### config.mk
export PLATFORM = sky130hd
export DESIGN_NAME = days_lable_scan_flat
export DESIGN_NICKNAME = d
export VERILOG_FILES = /design/src/rtl/days_lable_scan_pkg.sv /design/src/rtl/days_lable_scan_if.sv /design/src/rtl/days_lable_to_pix.sv /design/src/rtl/days_lable_scan.sv /design/src/flat_wrapper.sv
export SDC_FILE = /design/constraint.sdc
export NUM_CORES = 1
export LEC_CHECK = 0
export ABC_AREA = 1
export BUFFER_PORTS_ARGS = -buffer_cell sky130_fd_sc_hd__buf_2
export CAP_MARGIN = 20
export CORE_MARGIN = 1
export CORE_UTILIZATION = 55
export CTS_CLUSTER_DIAMETER = 200
export DETAILED_ROUTE_END_ITERATION = 10
export GPL_TIMING_DRIVEN = 0
export PLACE_DENSITY = 0.89
export SLEW_MARGIN = 10
export SYNTH_ARGS = -nofsm -noshare
export SYNTH_HDL_FRONTEND = slang
export SYNTH_SLANG_ARGS = --single-unit
### constraint.sdc
create_clock -name clk_i -period 2.6 [get_ports clk_i]
set_input_delay 0.39 -clock clk_i [delete_from_list [all_inputs] [get_ports clk_i]]
set_output_delay 0.39 -clock clk_i [all_outputs]
set_load 0.1 [all_outputs]
### src/rtl/days_lable_scan_pkg.sv
// Shared constants and types for the day-label strip scanner.
// Screen geometry, colours and the column to label-code table.
package cal_scan_pkg;

    localparam int PIX_X_W  = 12;
    localparam int PIX_Y_W  = 12;
    localparam int COLOR_W  = 24;
    localparam int ORIG_X   = 10;
    localparam int ORIG_Y   = 20;
    localparam int CELL_W   = 132;
    localparam int MAX_X    = 130;
    localparam int MAX_Y    = 30;
    localparam int N_CELL   = 7;
    localparam int CX_W     = 8;
    localparam int L_OFFSET = 1;

    typedef logic [COLOR_W-1:0] rgb_t;

    localparam rgb_t FG    = 24'hFFFFFF;
    localparam rgb_t BG    = 24'h000000;
    localparam rgb_t HL_FG = 24'h000000;
    localparam rgb_t HL_BG = 24'hFFC000;

    localparam logic [2:0] NO_DAY = 3'd7;

    typedef enum logic [4:0] {
        POS_NONE = 5'd0,
        POS_MON  = 5'd16,
        POS_TUE  = 5'd17,
        POS_WED  = 5'd18,
        POS_THU  = 5'd19,
        POS_FRI  = 5'd20,
        POS_SAT  = 5'd21,
        POS_SUN  = 5'd22
    } cal_pos_t;

    localparam cal_pos_t POS_LUT [N_CELL] = '{
        POS_MON, POS_TUE, POS_WED, POS_THU,
        POS_FRI, POS_SAT, POS_SUN
    };

    function automatic cal_pos_t pos_of(input logic [2:0] c);
        if (c < 3'(N_CELL))
            return POS_LUT[c];
        return POS_NONE;
    endfunction

endpackage

### src/rtl/days_lable_scan_if.sv
// Raster-in / colour-out bundle of the day-label scanner.
// slave is the scanner side, master the timing/mux side.
interface days_lable_scan_if;
    import cal_scan_pkg::*;

    logic [PIX_X_W-1:0] pix_x_i;
    logic [PIX_Y_W-1:0] pix_y_i;
    logic               de_i;
    logic               hs_i;
    logic               vs_i;
    logic [2:0]         today_i;
    logic               today_vld_i;
    rgb_t               rgb_o;
    logic               de_o;
    logic               hs_o;
    logic               vs_o;
    logic               in_lable_o;

    modport slave (
        input  pix_x_i, pix_y_i, de_i, hs_i, vs_i,
        input  today_i, today_vld_i,
        output rgb_o, de_o, hs_o, vs_o, in_lable_o
    );

    modport master (
        output pix_x_i, pix_y_i, de_i, hs_i, vs_i,
        output today_i, today_vld_i,
        input  rgb_o, de_o, hs_o, vs_o, in_lable_o
    );

endinterface

### src/rtl/days_lable_to_pix.sv
// Label glyph source: one registered pixel per (code, x, y).
// Columns outside [L_OFFSET, MAX_X] and rows >= MAX_Y are blank.
module days_lable_to_pix
    import cal_scan_pkg::cal_pos_t;
    import cal_scan_pkg::CX_W;
    import cal_scan_pkg::PIX_Y_W;
    import cal_scan_pkg::L_OFFSET;
#(
    parameter int MAX_X = 130,
    parameter int MAX_Y = 30
) (
    input  logic               clk_i,
    input  logic               rst_i,
    input  cal_pos_t           cur_pos_i,
    input  logic [CX_W-1:0]    pos_x_i,
    input  logic [PIX_Y_W-1:0] pos_y_i,
    output logic               pix_o
);

    logic in_box;
    logic bit_on;

    assign in_box = (pos_x_i >= CX_W'(L_OFFSET))
                 && (pos_x_i <= CX_W'(MAX_X))
                 && (pos_y_i <  PIX_Y_W'(MAX_Y));

    // Procedural glyph: stripes keyed by code parity
    assign bit_on = pos_x_i[3] ^ pos_y_i[2] ^ cur_pos_i[0];

    always_ff @(posedge clk_i) begin
        if (!rst_i)
            pix_o <= 1'b0;
        else
            pix_o <= in_box && bit_on;
    end

endmodule

### src/rtl/days_lable_scan.sv
// Raster stage for the 7-cell weekday label strip.
// S1 coordinates, S2 glyph lookup, S3 colour; 3-cycle latency.
module days_lable_scan
    import cal_scan_pkg::*;
(
    input  logic            clk_i,
    input  logic            rst_i,
    days_lable_scan_if.slave bus
);

    localparam int X_END = ORIG_X + N_CELL * CELL_W;
    localparam int Y_END = ORIG_Y + MAX_Y;

    localparam logic [PIX_X_W-1:0] X_LO = PIX_X_W'(ORIG_X);
    localparam logic [PIX_X_W-1:0] X_HI = PIX_X_W'(X_END);
    localparam logic [PIX_Y_W-1:0] Y_LO = PIX_Y_W'(ORIG_Y);
    localparam logic [PIX_Y_W-1:0] Y_HI = PIX_Y_W'(Y_END);
    localparam logic [CX_W-1:0]    CX_LAST = CX_W'(CELL_W - 1);

    logic hit;
    logic load;

    logic [CX_W-1:0]    cx;
    logic [2:0]         col;
    logic               active_q;
    logic [PIX_Y_W-1:0] pos_y;
    logic               vld_s1, de_s1, hs_s1, vs_s1;
    cal_pos_t           cur_pos;

    logic               pix_s2;
    logic               vld_s2, de_s2, hs_s2, vs_s2;
    logic [2:0]         col_s2;

    logic [2:0]         today_q;
    logic               vs_q;

    rgb_t               rgb_q;
    logic               de_q, hs_q, vs_oq, in_lable_q;

    assign hit = bus.de_i
              && (bus.pix_y_i >= Y_LO) && (bus.pix_y_i < Y_HI)
              && (bus.pix_x_i >= X_LO) && (bus.pix_x_i < X_HI);
    assign load = hit && (bus.pix_x_i == X_LO);

    // Cell position is tracked by counting, never by dividing x
    always_ff @(posedge clk_i) begin
        if (!rst_i) begin
            cx       <= '0;
            col      <= '0;
            active_q <= 1'b0;
            pos_y    <= '0;
            vld_s1   <= 1'b0;
            de_s1    <= 1'b0;
            hs_s1    <= 1'b0;
            vs_s1    <= 1'b0;
        end else begin
            vld_s1 <= hit && (load || active_q);
            de_s1  <= bus.de_i;
            hs_s1  <= bus.hs_i;
            vs_s1  <= bus.vs_i;
            pos_y  <= bus.pix_y_i - Y_LO;
            if (load) begin
                cx       <= '0;
                col      <= '0;
                active_q <= 1'b1;
            end else if (!hit) begin
                active_q <= 1'b0;
            end else if (active_q) begin
                if (cx == CX_LAST) begin
                    cx  <= '0;
                    col <= col + 3'd1;
                end else begin
                    cx <= cx + CX_W'(1);
                end
            end
        end
    end

    assign cur_pos = pos_of(col);

    days_lable_to_pix #(
        .MAX_X (MAX_X),
        .MAX_Y (MAX_Y)
    ) u_pix (
        .clk_i     (clk_i),
        .rst_i     (rst_i),
        .cur_pos_i (cur_pos),
        .pos_x_i   (cx),
        .pos_y_i   (pos_y),
        .pix_o     (pix_s2)
    );

    always_ff @(posedge clk_i) begin
        if (!rst_i) begin
            vld_s2 <= 1'b0;
            col_s2 <= '0;
            de_s2  <= 1'b0;
            hs_s2  <= 1'b0;
            vs_s2  <= 1'b0;
        end else begin
            vld_s2 <= vld_s1;
            col_s2 <= col;
            de_s2  <= de_s1;
            hs_s2  <= hs_s1;
            vs_s2  <= vs_s1;
        end
    end

    // Weekday only changes on a frame start
    always_ff @(posedge clk_i) begin
        if (!rst_i) begin
            today_q <= NO_DAY;
            vs_q    <= 1'b0;
        end else begin
            vs_q <= bus.vs_i;
            if (bus.vs_i && !vs_q && bus.today_vld_i)
                today_q <= (bus.today_i > 3'd6) ? NO_DAY : bus.today_i;
        end
    end

    always_ff @(posedge clk_i) begin
        if (!rst_i) begin
            rgb_q      <= '0;
            de_q       <= 1'b0;
            hs_q       <= 1'b0;
            vs_oq      <= 1'b0;
            in_lable_q <= 1'b0;
        end else begin
            de_q       <= de_s2;
            hs_q       <= hs_s2;
            vs_oq      <= vs_s2;
            in_lable_q <= vld_s2 && de_s2;
            if (!vld_s2 || !de_s2)
                rgb_q <= '0;
            else if (col_s2 == today_q)
                rgb_q <= pix_s2 ? HL_FG : HL_BG;
            else
                rgb_q <= pix_s2 ? FG : BG;
        end
    end

    assign bus.rgb_o      = rgb_q;
    assign bus.de_o       = de_q;
    assign bus.hs_o       = hs_q;
    assign bus.vs_o       = vs_oq;
    assign bus.in_lable_o = in_lable_q;

endmodule

### src/flat_wrapper.sv
// flat-port wrapper written by rule: the top's interface ports become plain ports
module days_lable_scan_flat import cal_scan_pkg::*;
  (clk_i, rst_i, bus_pix_x_i, bus_pix_y_i, bus_de_i, bus_hs_i, bus_vs_i, bus_today_i, bus_today_vld_i, bus_rgb_o, bus_de_o, bus_hs_o, bus_vs_o, bus_in_lable_o);
  days_lable_scan_if bus_i ();
  input  logic clk_i;
  input  logic rst_i;
  input wire logic [$bits(bus_i.pix_x_i)-1:0] bus_pix_x_i;
  input wire logic [$bits(bus_i.pix_y_i)-1:0] bus_pix_y_i;
  input wire logic [$bits(bus_i.de_i)-1:0] bus_de_i;
  input wire logic [$bits(bus_i.hs_i)-1:0] bus_hs_i;
  input wire logic [$bits(bus_i.vs_i)-1:0] bus_vs_i;
  input wire logic [$bits(bus_i.today_i)-1:0] bus_today_i;
  input wire logic [$bits(bus_i.today_vld_i)-1:0] bus_today_vld_i;
  output wire logic [$bits(bus_i.rgb_o)-1:0] bus_rgb_o;
  output wire logic [$bits(bus_i.de_o)-1:0] bus_de_o;
  output wire logic [$bits(bus_i.hs_o)-1:0] bus_hs_o;
  output wire logic [$bits(bus_i.vs_o)-1:0] bus_vs_o;
  output wire logic [$bits(bus_i.in_lable_o)-1:0] bus_in_lable_o;
  assign bus_i.pix_x_i = bus_pix_x_i;
  assign bus_i.pix_y_i = bus_pix_y_i;
  assign bus_i.de_i = bus_de_i;
  assign bus_i.hs_i = bus_hs_i;
  assign bus_i.vs_i = bus_vs_i;
  assign bus_i.today_i = bus_today_i;
  assign bus_i.today_vld_i = bus_today_vld_i;
  assign bus_rgb_o = bus_i.rgb_o;
  assign bus_de_o = bus_i.de_o;
  assign bus_hs_o = bus_i.hs_o;
  assign bus_vs_o = bus_i.vs_o;
  assign bus_in_lable_o = bus_i.in_lable_o;
  days_lable_scan u_core (.clk_i(clk_i), .rst_i(rst_i), .bus(bus_i));
endmodule
-- After elaboration in Yosys (flattened, before gate mapping)
Memory sizes are Yosys's and may differ from the RTL's.
Index checks and enable logic that the tools add are counted.
W data, S select, Z words.
- bits in registers: 67
- ROM bits: 40
- output and inout port bits: 28
- memories: 1
- add/sub/neg operators: 3
- magnitude comparators: 10
- equal/unequal tests: 4
- multiplexer cells: 12
- bitwise gates (word level): 4
- reduce and logical (&&, ||, !) cells: 21
- memories (name ; depth ; width ; read ports ; clocked after memory_dff ; write ports ; RTL line ; text):
    (name not given) ; 8 ; 5 ; 1 ; 0 ; 0 ; days_lable_scan_pkg.sv:44 ; return POS_LUT[c];
- operators with widths (operator ; count):
    $mux W24 ; 3
    $eq A12 B4 Y1 const B ; 1
    $ge A12 B4 Y1 const B ; 1
    $ge A12 B5 Y1 const B ; 1
    $logic_and A1 B1 Y1 ; 12
    $lt A12 B10 Y1 const B ; 1
    $lt A12 B5 Y1 const B ; 1
    $lt A12 B6 Y1 const B ; 1
    $sub A12 B5 Y12 const B ; 1
    $add A8 B1 Y8 const B ; 1
    $eq A8 B8 Y1 const B ; 1
    $ge A8 B1 Y1 const B ; 1
    $le A8 B8 Y1 const B ; 1
    $mux W8 ; 1
    $mux W1 ; 7
    $ge A4 B4 Y1 const B ; 1
    $not A3 Y4 ; 1
    $reduce_or A2 Y1 ; 2
    $add A3 B1 Y3 const B ; 1
    $eq A3 B3 Y1 ; 1
    $gt A3 B3 Y1 const B ; 1
    $logic_not A1 Y1 ; 3
    $lt A3 B3 Y1 const B ; 1
    $mux W3 ; 1
    other kinds (6) ; 8

-- Logic depth before layout (Yosys ltp)
- depth after elaboration: 8
- gate-level depth with buffers: 12
- depth with buffers taken out: 12

-- Cells and area by module
A second synthesis with hierarchy kept.
- cells, all modules: 336
- area total of the unflattened synthesis: 2318.5 um2
- modules (own cells, without submodules) (module ; times used ; cells an instance ; area each (um2) ; sequential area each (um2)):
    days_lable_scan ; 1 ; 300 ; 2144.6 ; 880.8
    days_lable_to_pix ; 1 ; 36 ; 173.9 ; 20.0

-- Worst setup path after synthesis
OpenSTA, ideal clock, no wires.
- path kind: register to output
- start: reg u_core.bus.rgb_o[13] (netlist name)
- end: out bus_rgb_o[10]
- arrival: 1572 ps
- required time: 2210 ps
- slack: 638 ps
- stages on the path, launching flop included: 2
- buffers on the path: 1
- cells stage by stage: dfxtp_1 -> buf_4
- RTL lines (element ; RTL line ; text):
    end, declared ; flat_wrapper.sv:14 ; output wire logic [$bits(bus_i.rgb_o)-1:0] bus_rgb_o;

-- Worst setup path in the final report
- start: reg u_core.cx[0]
- end: reg u_core.col[2]
- word-level cells in the longest chain between the ends: 2
- RTL lines (element ; RTL line ; text):
    start, declared ; days_lable_scan.sv:23 ; logic [CX_W-1:0] cx;
    start signal, assigned ; days_lable_scan.sv:73 ; cx <= cx + CX_W'(1);
    $eq A8 B8 Y1 ; days_lable_scan.sv:69 ; if (cx == CX_LAST) begin
    $reduce_and A3 Y1 (no source line) ; - ;
    end signal, assigned ; days_lable_scan.sv:71 ; col <= col + 3'd1;
    end, declared ; days_lable_scan.sv:24 ; logic [2:0] col;
No other way between the ends.
A chain may end at the register's enable or synchronous reset.

==> metrics.yaml <==
route:
  vias: 2128
  wl_per_cell_um: 10.2
  wl_mm: 4.56
  drt-pass1-iter-count: 4
  vias_per_cell: 4.78
  ant_nets: 0
  drt-initial-drc-count: 118
  drc: 0
sta:
  fin_setup_tns_ps: 0
  rsz0062_at_grt: "false"
  max_slew_margin_pct: 67.6
  slew_violations: 0
  max_freq_mhz: 538
  skew_ps: 4.69
  setup_viol: 0
  finalHoldViolCount: 0
  min_period_ps: 1860
  fin_crit_sh_pct: 71.4
  tightest_slew_ps: 489
power_and_ir_drop:
  static-leakage-power_nw: 1.57
  power.density_nw_per_um2: 487
  ir_drop_mv: 0.248
flow_run:
  drv_cap: 0
critical_path:
  rr_endpoint: "u_core.col[2]"
  slowest_stage: "dfxtp_1"
  worstSetupPathType: "reg -> reg"
  start_kind: "flip-flop"
  cp-end-kind: "flip-flop"
  r2r_slack_ps: 740
  cp.required_ps: 2780
  cp-startpoint: "u_core.cx[0]"
  cp_num_cells: 10
  critPathBufInv: 3
  reg2reg_depth: 10
  critPathMaxStageDelay_ps: 410
  cp_max_fo: 6
  critical_path.cell_chain: "ha_1 > inv_1 > nor2_1 > inv_1 > nor2_1 > inv_1 > nor2_1 > nand3_1 > nand2_1 > a21oi_1"
  cp.arrival_ps: 2040
  reg2reg_from: "u_core.cx[0]"
  crit_end: "u_core.col[2]"
  crit_family: "simple AND/OR/NAND/NOR gates"
logic_synthesis:
  seq_area_frac_synth_pct: 38.3
  ys_seq_elements: 44
  yosysUniqueCellTypes: 27
  syn_area_per_cell_um2: 7.03
  syn_nets: 368
  synth_area_um2: 2300
  yosys_warnings: 0
  syn_inst: 327
layout:
  drive_above_1_share_pct: 25.8
  design_area_um2: 2780
  antenna_cells: 0
  area_delta_synth_final_pct: 21.1
  nNetsFinal: 435
floorplanning:
  boundaryPins: 61
  dieArea_um2: 4440
  rows: 23
  die_x_um: 66.7
  die_y_um: 66.7
  core_um2: 4000
  initial_core_util_pct: 57.5
cts:
  ctsHoldBuffers: 0
  cts_buffers: 5
  clock_latency_ps: 290
  post_cts_buffers: 0
  clock_sinks: 44
  cts_root_buffer: "clkbuf_8"
  cts_resized: 0
  ctsHtreeMaxLevel: 2
  clk_pin_slew_ps: 80
  clk_path_buf_depth: 2
  cts_tree: "yes"
global_routing:
  grt_usage_pct: 23.7
  grt_pass1_vias: 2013
  antenna_found_initial: 0
  grt_first_pass_wirelength_mm: 8.04
  grt_overflow: 0
  grt_max_degree: 15
place:
  gp_congestion: 0.959
  port_buffers: 60
  place_area_um2: 2660
  dpl.hpwl_mm: 3.40
hold_path:
  hp-class: "in -> reg"
outcome:
  status: "complete, no violations"
cell type report:
class,count,area [um^2]
Timing Repair Buffer,60,300
Sequential cell,44,881
Clock buffer,6,82.6
Buffer,25,178
Fill cell,340,1220
Inverter,54,205
Clock inverter,2,38.8
Multi-Input combinational cell,204,1040
Tap cell,50,62.6
registers in the layout, indices dropped and copies added (netlist names), 2 cells and up:
signal / cells
u_core.cx: 8
u_core.col: 3
u_core.today_q: 3
u_core.bus.rgb_o: 2
u_core.col_s2: 3
u_core.pos_y: 11
metal layers:
layer / GRT usage [%] / wire length, um / vias to the layer above
li1: - / - / 1125
met1: 25.8 / 1950 / 914
met2: 42.8 / 2210 / 78
met3: 3.94 / 294 / 11
met4: 13.0 / 98 / 0
met5: 0 / 0 / -
Yosys cell counts (all sizes together):
cell type	count	area share (%)
nand4	7	1.9
buf	23	7.4
xor2	5	1.9
or2	2	0.54
nor3	4	0.87
o21ai	9	2.0
inv	54	8.9
xnor2	3	1.1
a21oi	15	3.3
nor4	5	1.4
nand3	26	6.1
o21a	1	0.33
clkbuf	2	0.33
nor2	49	8.9
nand2	68	12
dfxtp	44	38
and2	2	0.54
ha	8	4.4
how the worst min path moves through the flow:
stage	depth (start not counted)	start	slack, ps	to
after detailed placement	2	u_core.de_s1	400	u_core.de_s2
final	2	bus_pix_y_i[2]	280	u_core.pos_y[2]
after global routing	2	bus_pix_y_i[2]	300	u_core.pos_y[2]
after global placement	2	u_core.hs_s1	390	u_core.hs_s2
after CTS	2	bus_pix_y_i[2]	280	u_core.pos_y[2]
after floorplan	2	u_core.hs_s2	390	u_core.bus.hs_o
layout by cell type, fill, tap and decap left out, drive strengths merged:
cell type	netlist	routed
clkinv	0	1
buf	23	83
nor4	5	5
inv	54	54
nand3	26	26
clkbuf	2	8
nor2	49	49
nand4	7	7
o21a	1	1
bufinv	0	1
or2	2	2
ha	8	8
dfxtp	44	44
o21ai	9	9
xor2	5	5
nor3	4	4
xnor2	3	3
and2	2	2
a21oi	15	15
nand2	68	68
through the flow:
step | setup slack, ps | std cells | power (mW) | hold slack (ps) | utilization (%)
floorplan | 638 | 327 | 0.784 | 390 | -
global placement | 719 | 437 | 0.829 | 391 | 66.6
detailed placement | 643 | 437 | 0.833 | 401 | 66.6
CTS | 754 | 445 | 1.37 | 277 | 69.6
global route | 469 | 445 | 1.42 | 304 | 69.6
finish | 743 | 445 | 1.35 | 282 | 69.6
worst register-to-register path, cell delays in order, from the launching register on:
cell     delay (ps)
dfxtp_1         410
ha_1            210
inv_1            60
nor2_1          110
inv_1            50
nor2_1          380
inv_1           130
nor2_1          140
nand3_1         110
nand2_1          90
a21oi_1          60
power breakdown:
group	switching [mW]	total (mW)	internal [mW]
logic	0.0744	0.119	0.0442
clock network	0.221	0.535	0.314
registers	0.00816	0.701	0.693
cell families (layout without fill, tap and decap cells):
logic type      Yosys count  after routing  share of synthesized area [%]
flops                    44             44                           38.3
simple gates            163            163                           32.1
buf+inv                  79            147                           16.6
compound gates           25             25                           5.55
xor+xnor                  8              8                           3.05
fa+ha+maj                 8              8                           4.35
Power figures use the tool's default switching activity.
